--- src/rtl/fma_write_buffer.sv ---
// Packs per-lane FMA result words into cache lines and queues completed lines
// in a small FIFO whose registered head feeds the data-cache memory.
module fma_write_buffer #(
  parameter int unsigned FMA_COUNT  = 2,
  parameter int unsigned WORD_WIDTH = 16,
  parameter int unsigned LINE_WIDTH = 96,
  parameter int unsigned LINE_DEPTH = 4
) (
  input  logic                              clk_in,
  input  logic                              rst_in,
  input  logic [FMA_COUNT*WORD_WIDTH-1:0]   fma_result_in,
  input  logic [FMA_COUNT-1:0]              fma_valid_in,
  input  logic                              flush_in,
  input  logic                              write_buffer_ack_in,
  output logic [LINE_WIDTH-1:0]             write_buffer_out,
  output logic                              write_buffer_valid_out,
  output logic                              full_out,
  output logic [$clog2(LINE_DEPTH+1)-1:0]   line_count_out,
  output logic                              idle_out,
  output logic                              overflow_error_out
);

  localparam int unsigned WPL    = LINE_WIDTH / WORD_WIDTH;
  localparam int unsigned EXT    = WPL + FMA_COUNT;
  localparam int unsigned TW     = $clog2(EXT + 1);
  localparam int unsigned EXT_SZ = 1 << TW;
  localparam int unsigned FW     = (WPL > 1) ? $clog2(WPL) : 1;
  localparam int unsigned PW     = (LINE_DEPTH > 1) ? $clog2(LINE_DEPTH) : 1;
  localparam int unsigned CW     = $clog2(LINE_DEPTH + 1);

  logic [WPL-1:0][WORD_WIDTH-1:0]        asm_q, asm_n;
  logic [FW-1:0]                         fill_q, fill_n;
  logic                                  pend_q, pend_n;
  logic [LINE_DEPTH-1:0][LINE_WIDTH-1:0] mem_q;
  logic [PW-1:0]                         wr_ptr_q, rd_ptr_q, rd_ptr_n;
  logic [CW-1:0]                         count_q, count_n;
  logic [LINE_WIDTH-1:0]                 out_q, head_n, line;
  logic                                  valid_q, ovf_q;

  logic [EXT_SZ-1:0][WORD_WIDTH-1:0]     ext;
  logic [TW-1:0]                         total;
  logic                                  do_flush, push, pop, full, wr_en, drop;

  // Append valid lanes after the current fill, then decide push / leftover / flush.
  always_comb begin
    ext      = '0;
    asm_n    = '0;
    fill_n   = '0;
    pend_n   = 1'b0;
    push     = 1'b0;
    line     = '0;
    do_flush = flush_in | pend_q;
    for (int s = 0; s < WPL; s++) ext[s] = asm_q[s];
    total = TW'(fill_q);
    for (int i = 0; i < FMA_COUNT; i++) begin
      if (fma_valid_in[i]) begin
        ext[total] = fma_result_in[i*WORD_WIDTH +: WORD_WIDTH];
        total      = total + TW'(1);
      end
    end
    for (int s = 0; s < WPL; s++) line[LINE_WIDTH-(s+1)*WORD_WIDTH +: WORD_WIDTH] = ext[s];

    if (total >= TW'(WPL)) begin
      push   = 1'b1;
      for (int s = 0; s < FMA_COUNT; s++) asm_n[s] = ext[WPL+s];
      fill_n = FW'(total - TW'(WPL));
      pend_n = do_flush && (total != TW'(WPL));
    end else if (do_flush) begin
      // Slots beyond the fill are always zero, so the line is already padded.
      push = (total != '0);
    end else begin
      for (int s = 0; s < WPL; s++) asm_n[s] = ext[s];
      fill_n = FW'(total);
    end
  end

  // FIFO bookkeeping; a full FIFO accepts a push only alongside a pop.
  always_comb begin
    pop      = write_buffer_ack_in & valid_q;
    full     = (count_q == CW'(LINE_DEPTH));
    wr_en    = push & (~full | pop);
    drop     = push & full & ~pop;
    count_n  = count_q + CW'(wr_en) - CW'(pop);
    rd_ptr_n = rd_ptr_q + PW'(pop);
    head_n   = (wr_en && (wr_ptr_q == rd_ptr_n)) ? line : mem_q[rd_ptr_n];
  end

  always_ff @(posedge clk_in or negedge rst_in) begin
    if (!rst_in) begin
      asm_q    <= '0;
      fill_q   <= '0;
      pend_q   <= 1'b0;
      mem_q    <= '0;
      wr_ptr_q <= '0;
      rd_ptr_q <= '0;
      count_q  <= '0;
      out_q    <= '0;
      valid_q  <= 1'b0;
      ovf_q    <= 1'b0;
    end else begin
      asm_q    <= asm_n;
      fill_q   <= fill_n;
      pend_q   <= pend_n;
      if (wr_en) begin
        mem_q[wr_ptr_q] <= line;
        wr_ptr_q        <= wr_ptr_q + PW'(1);
      end
      rd_ptr_q <= rd_ptr_n;
      count_q  <= count_n;
      valid_q  <= (count_n != '0);
      out_q    <= (count_n != '0) ? head_n : '0;
      if (drop) ovf_q <= 1'b1;
    end
  end

  assign write_buffer_out       = out_q;
  assign write_buffer_valid_out = valid_q;
  assign full_out               = full;
  assign line_count_out         = count_q;
  assign idle_out               = (count_q == '0) && (fill_q == '0) && !pend_q;
  assign overflow_error_out     = ovf_q;

endmodule

--- config.mk ---
export PLATFORM = sky130hd
export DESIGN_NAME = fma_write_buffer
export DESIGN_NICKNAME = d
export VERILOG_FILES = /design/src/rtl/fma_write_buffer.sv
export SDC_FILE = /design/constraint.sdc
export NUM_CORES = 1
export LEC_CHECK = 0
export CORE_ASPECT_RATIO = 0.7
export CORE_MARGIN = 3
export CORE_UTILIZATION = 47
export DETAILED_ROUTE_END_ITERATION = 8
export PLACE_DENSITY_LB_ADDON = 0.15
export SKIP_CTS_REPAIR_TIMING = 1
export SYNTH_ARGS = -nofsm -noshare
export SYNTH_HDL_FRONTEND = slang
export SYNTH_SLANG_ARGS = --single-unit
--- constraint.sdc ---
create_clock -name clk_in -period 13.1 [get_ports clk_in]
set_input_delay 2.62 -clock clk_in [delete_from_list [all_inputs] [get_ports clk_in]]
set_output_delay 2.62 -clock clk_in [all_outputs]
set_load 0.03 [all_outputs]
==> impl_results.md <==
- Run status: finished clean
- Part of the Yosys area used for sequential elements: 55.3%
- Global Route met1 Usage: 35.3%
- Crit Path Max Fanout: 84
- Relative contribution of sequential cells to total power: 35.0%
- Final Skew: 0.0221 ns
- Leak: 0.0137 uW
- Crit Path Class: in -> reg
- Buffering stage count on the worst path with inverters included: 4
- Routing layer with the top usage in global route: met2
- Number of nets with antenna violations after routing: 0
- Fraction of met2 tracks used by global routing: 39.6%
- Ratio of routed vias to standard cells: 5.69
- Cells after synthesis: 2398
- DRC errors left: 0
- Highest ir drop seen on vdd: 258 uV
- Avg Cell Area, Syn: 11.1 um2
- Effective utilization at floorplan: 47.8%
- Fmax achieved: 113 MHz
- CTS tree: built
- DR iter-0 viols: 1425
- Most used cells in the layout excluding fill and tap cells: dfrtp_1, nand2_1, o21ai_0
- Arrival time worst endpoint: 9.26 ns
- Total track usage: 24.6%
- Type of origin of the critical path: input pin
- Die Y: 205 um
- Share of the clock period used by the worst path after layout: 67.3%
- Syn nets: 2449
- Master cell of the clock root buffer: clkbuf_16
- Kind of end point of the critical path: register
- Worst slew margin relative to its limit: 16.9%
- PD cells: 258 nW/um2
- Cell count after placement: 3107
- Boundary pin count: 141
- DP HPWL: 42500 um
- Crit path from: fma_valid_in[0]
- ANT cells: 0
- Worst-margin pin slew: 1.24 ns
- Detailed-routing iteration count for the pre-antenna-repair pass: 5
- Critical R2R Launch: fill_q[1]$_DFF_PN0_
- RD Place Congestion: 0.873
- Total number of H-tree levels: 2
- Sw frac: 39.4%
- Slowest Stage Delay on Critical Path: 0.94 ns
- Number of I/O port buffers: 140
- Overflow left after global routing: 0
- Mapped cell area: 26600 um2
- Cell at the slowest stage of the critical path: nor3_2
- Final net count: 2477
- Post-route minimum period: 8.81 ns
- Yosys warning total: 0
- Class of the tightest hold or removal check: reg -> reg
- Area of the placeable core: 55700 um2
- Worst-path cell chain: clkdlybuf4s50_1 -> mux2_2 -> ha_1 -> nand2_1 -> xor3_1 -> o211ai_4 -> o21ai_2 -> nand2_1 -> a21bo_2 -> ha_1 -> fa_1 -> xnor2_1 -> nor3_2 -> buf_4 -> inv_4 -> buf_4 -> nand2b_1 -> mux2i_1
- Chip Width: 291 um
- Post-Route WL: 72000 um
- # Max-Cap Violations: 0
- Clock network latency to the later pin of the worst-skew pair: 0.62 ns
- Count of final max-slew check failures: 0
- Detail-routed net length per standard cell: 22.4 um
- Final non-filler cell total: 3212
- Clock-pin slew of the registers on the worst-case setup and hold paths: 0.06 ns
- Antenna violations before repair: 3
- Count of final hold-check violations: 0
- RSZ-0062 raised after global routing: false
- Hold Startpoint: mem_q[281]$_DFFE_PN0P_
- Via count of the first global-routing pass: 18600
- Sinks on the clock net: 589
- Cell internal pwr: 4770 uW
- Switching pwr: 3090 uW
- Leading cell type in the layout, fill and taps excluded: dfrtp_1
- Row cnt: 72
- Share of cells above drive strength 1: 14.5%
- Post-synthesis register bit count: 589
- Number of different library cells in the post-synthesis netlist: 54
- Maximum number of pins on one net before global-route repair: 178
- Final setup fails: 0
- Pwr Total: 7860 uW
- Instance area after placement: 28500 um2
- Wire length of the first global-routing pass: 114000 um
- Total Die Area: 59600 um2
- Part of the power in the clock network: 22.5%
- Combinational fraction of design power: 42.5%
- Number of clock buffers inserted by TritonCTS: 57
- Count of vias placed by the detailed router: 18300
- Final setup TNS: 0 ns
- Area grow syn2layout: 14.5%
- Design area: 30500 um2
- Hold Slack: 0.475 ns
- Routing usage on met3: 3.96%
- Clock Path Buffers: 3
- Family with the most delay on the worst path: buffers and inverters
- Required time of the critical path: 13.55 ns
==> routing by layer <==
metal	part of all wire, %	vias up	routed length (um)
li1	-	8331	-
met1	46	9349	32900
met2	46	482	33400
met3	5.5	114	3970
met4	2.4	0	1750
met5	0	-	0
==> tightest hold or removal path: cells and delay by family (launching register included) <==
family / cells / cell delay (ns)
AO/OA/AOI/OAI: 1 / 0.06
flip-flops: 1 / 0.34
AND/OR/NAND/NOR: 1 / 0.04
==> synthesized netlist by cell type (all sizes together) <==
master,number,area [um2]
and3,16,100
mux2i,194,1940
nand3,1,5.00
ha,12,150
buf,76,410
nor2b,2,12.5
o21bai,1,7.51
a21o,3,22.5
inv,11,41.3
and2,2,15.0
o211ai,2,20.0
a211oi,1,7.51
mux4,96,2160
xor3,1,23.8
nor2,72,270
nand2,491,1840
dfrtp,589,14700
o2bb2ai,1,8.76
xor2,3,26.3
o221ai,1,8.76
or2,40,250
o21ai,418,2110
nand3b,1,7.51
fa,1,20.0
o22ai,32,200
o2111ai,4,35.0
o21a,1,7.51
nand2b,63,394
nor3b,1,12.5
a311oi,1,8.76
and3b,3,26.3
or3,1,6.26
clkbuf,124,465
a21boi,1,7.51
mux2,82,923
nand4b,1,8.76
and4,1,8.76
nor4,1,6.26
nor3,6,45.0
a22oi,16,120
xnor2,5,43.8
a21bo,1,10.0
a21oi,19,98.9
==> power by group through the flow <==
| stage | combinational (uW) | sequential [uW] | clock, uW |
|---|---|---|---|
| 3_3_place_gp | 3310 | 2750 | 0 |
| 2_1_floorplan | 2250 | 2840 | 0 |
| 5_1_grt | 3670 | 2820 | 1890 |
| 3_5_place_dp | 3360 | 2780 | 0 |
| 4_1_cts | 3380 | 2750 | 1810 |
| 6_report | 3340 | 2750 | 1770 |
==> final cells by class <==
cell class,instances,area (um2)
Clock buffer,84,1750
Clock inverter,21,288
Fill cell,4737,25200
Inverter,11,43.8
Multi-Input combinational cell,1598,11100
Sequential cell,589,14700
Tap cell,740,926
Timing Repair Buffer,169,1650
==> flip-flops by register name, indices dropped and copies added, names as in the netlist, 2 cells and up <==
name,cells
write_buffer_out,96
fill_q,3
asm_q,96
mem_q,384
rd_ptr_q,2
wr_ptr_q,2
line_count_out,3
==> kinds of logic after synthesis <==
family          count (synthesis)  share of synthesized area, %
flops                         589                          55.3
buf+inv                       211                          3.44
xor+xnor                        9                         0.352
fa+ha+maj                      13                         0.639
compound gates                502                          10.0
simple gates                  702                          11.3
mux                           372                          18.9
==> worst paths after layout <==
check	endpoint	slack (ns)	depth (start not counted)
worst max-delay path	write_buffer_out[95]$_DFF_PN0_	4.29	18
worst min-delay path	mem_q[281]$_DFFE_PN0P_	0.47	2
worst max register to register	write_buffer_out[95]$_DFF_PN0_	5.99	19
worst min register to register	mem_q[281]$_DFFE_PN0P_	0.47	2
max in group asynchronous	mem_q[136]$_DFFE_PN0P_	9.46	2
min in group asynchronous	write_buffer_out[19]$_DFF_PN0_	2.04	1
==> stage by stage <==
step	utilization (%)	setup slack [ns]
2_1_floorplan	-	6.58
3_3_place_gp	51.1	3.92
3_5_place_dp	51.1	3.74
4_1_cts	54.8	4.35
5_1_grt	54.8	3.95
6_report	54.8	4.29
Power figures use the tool's default switching activity.
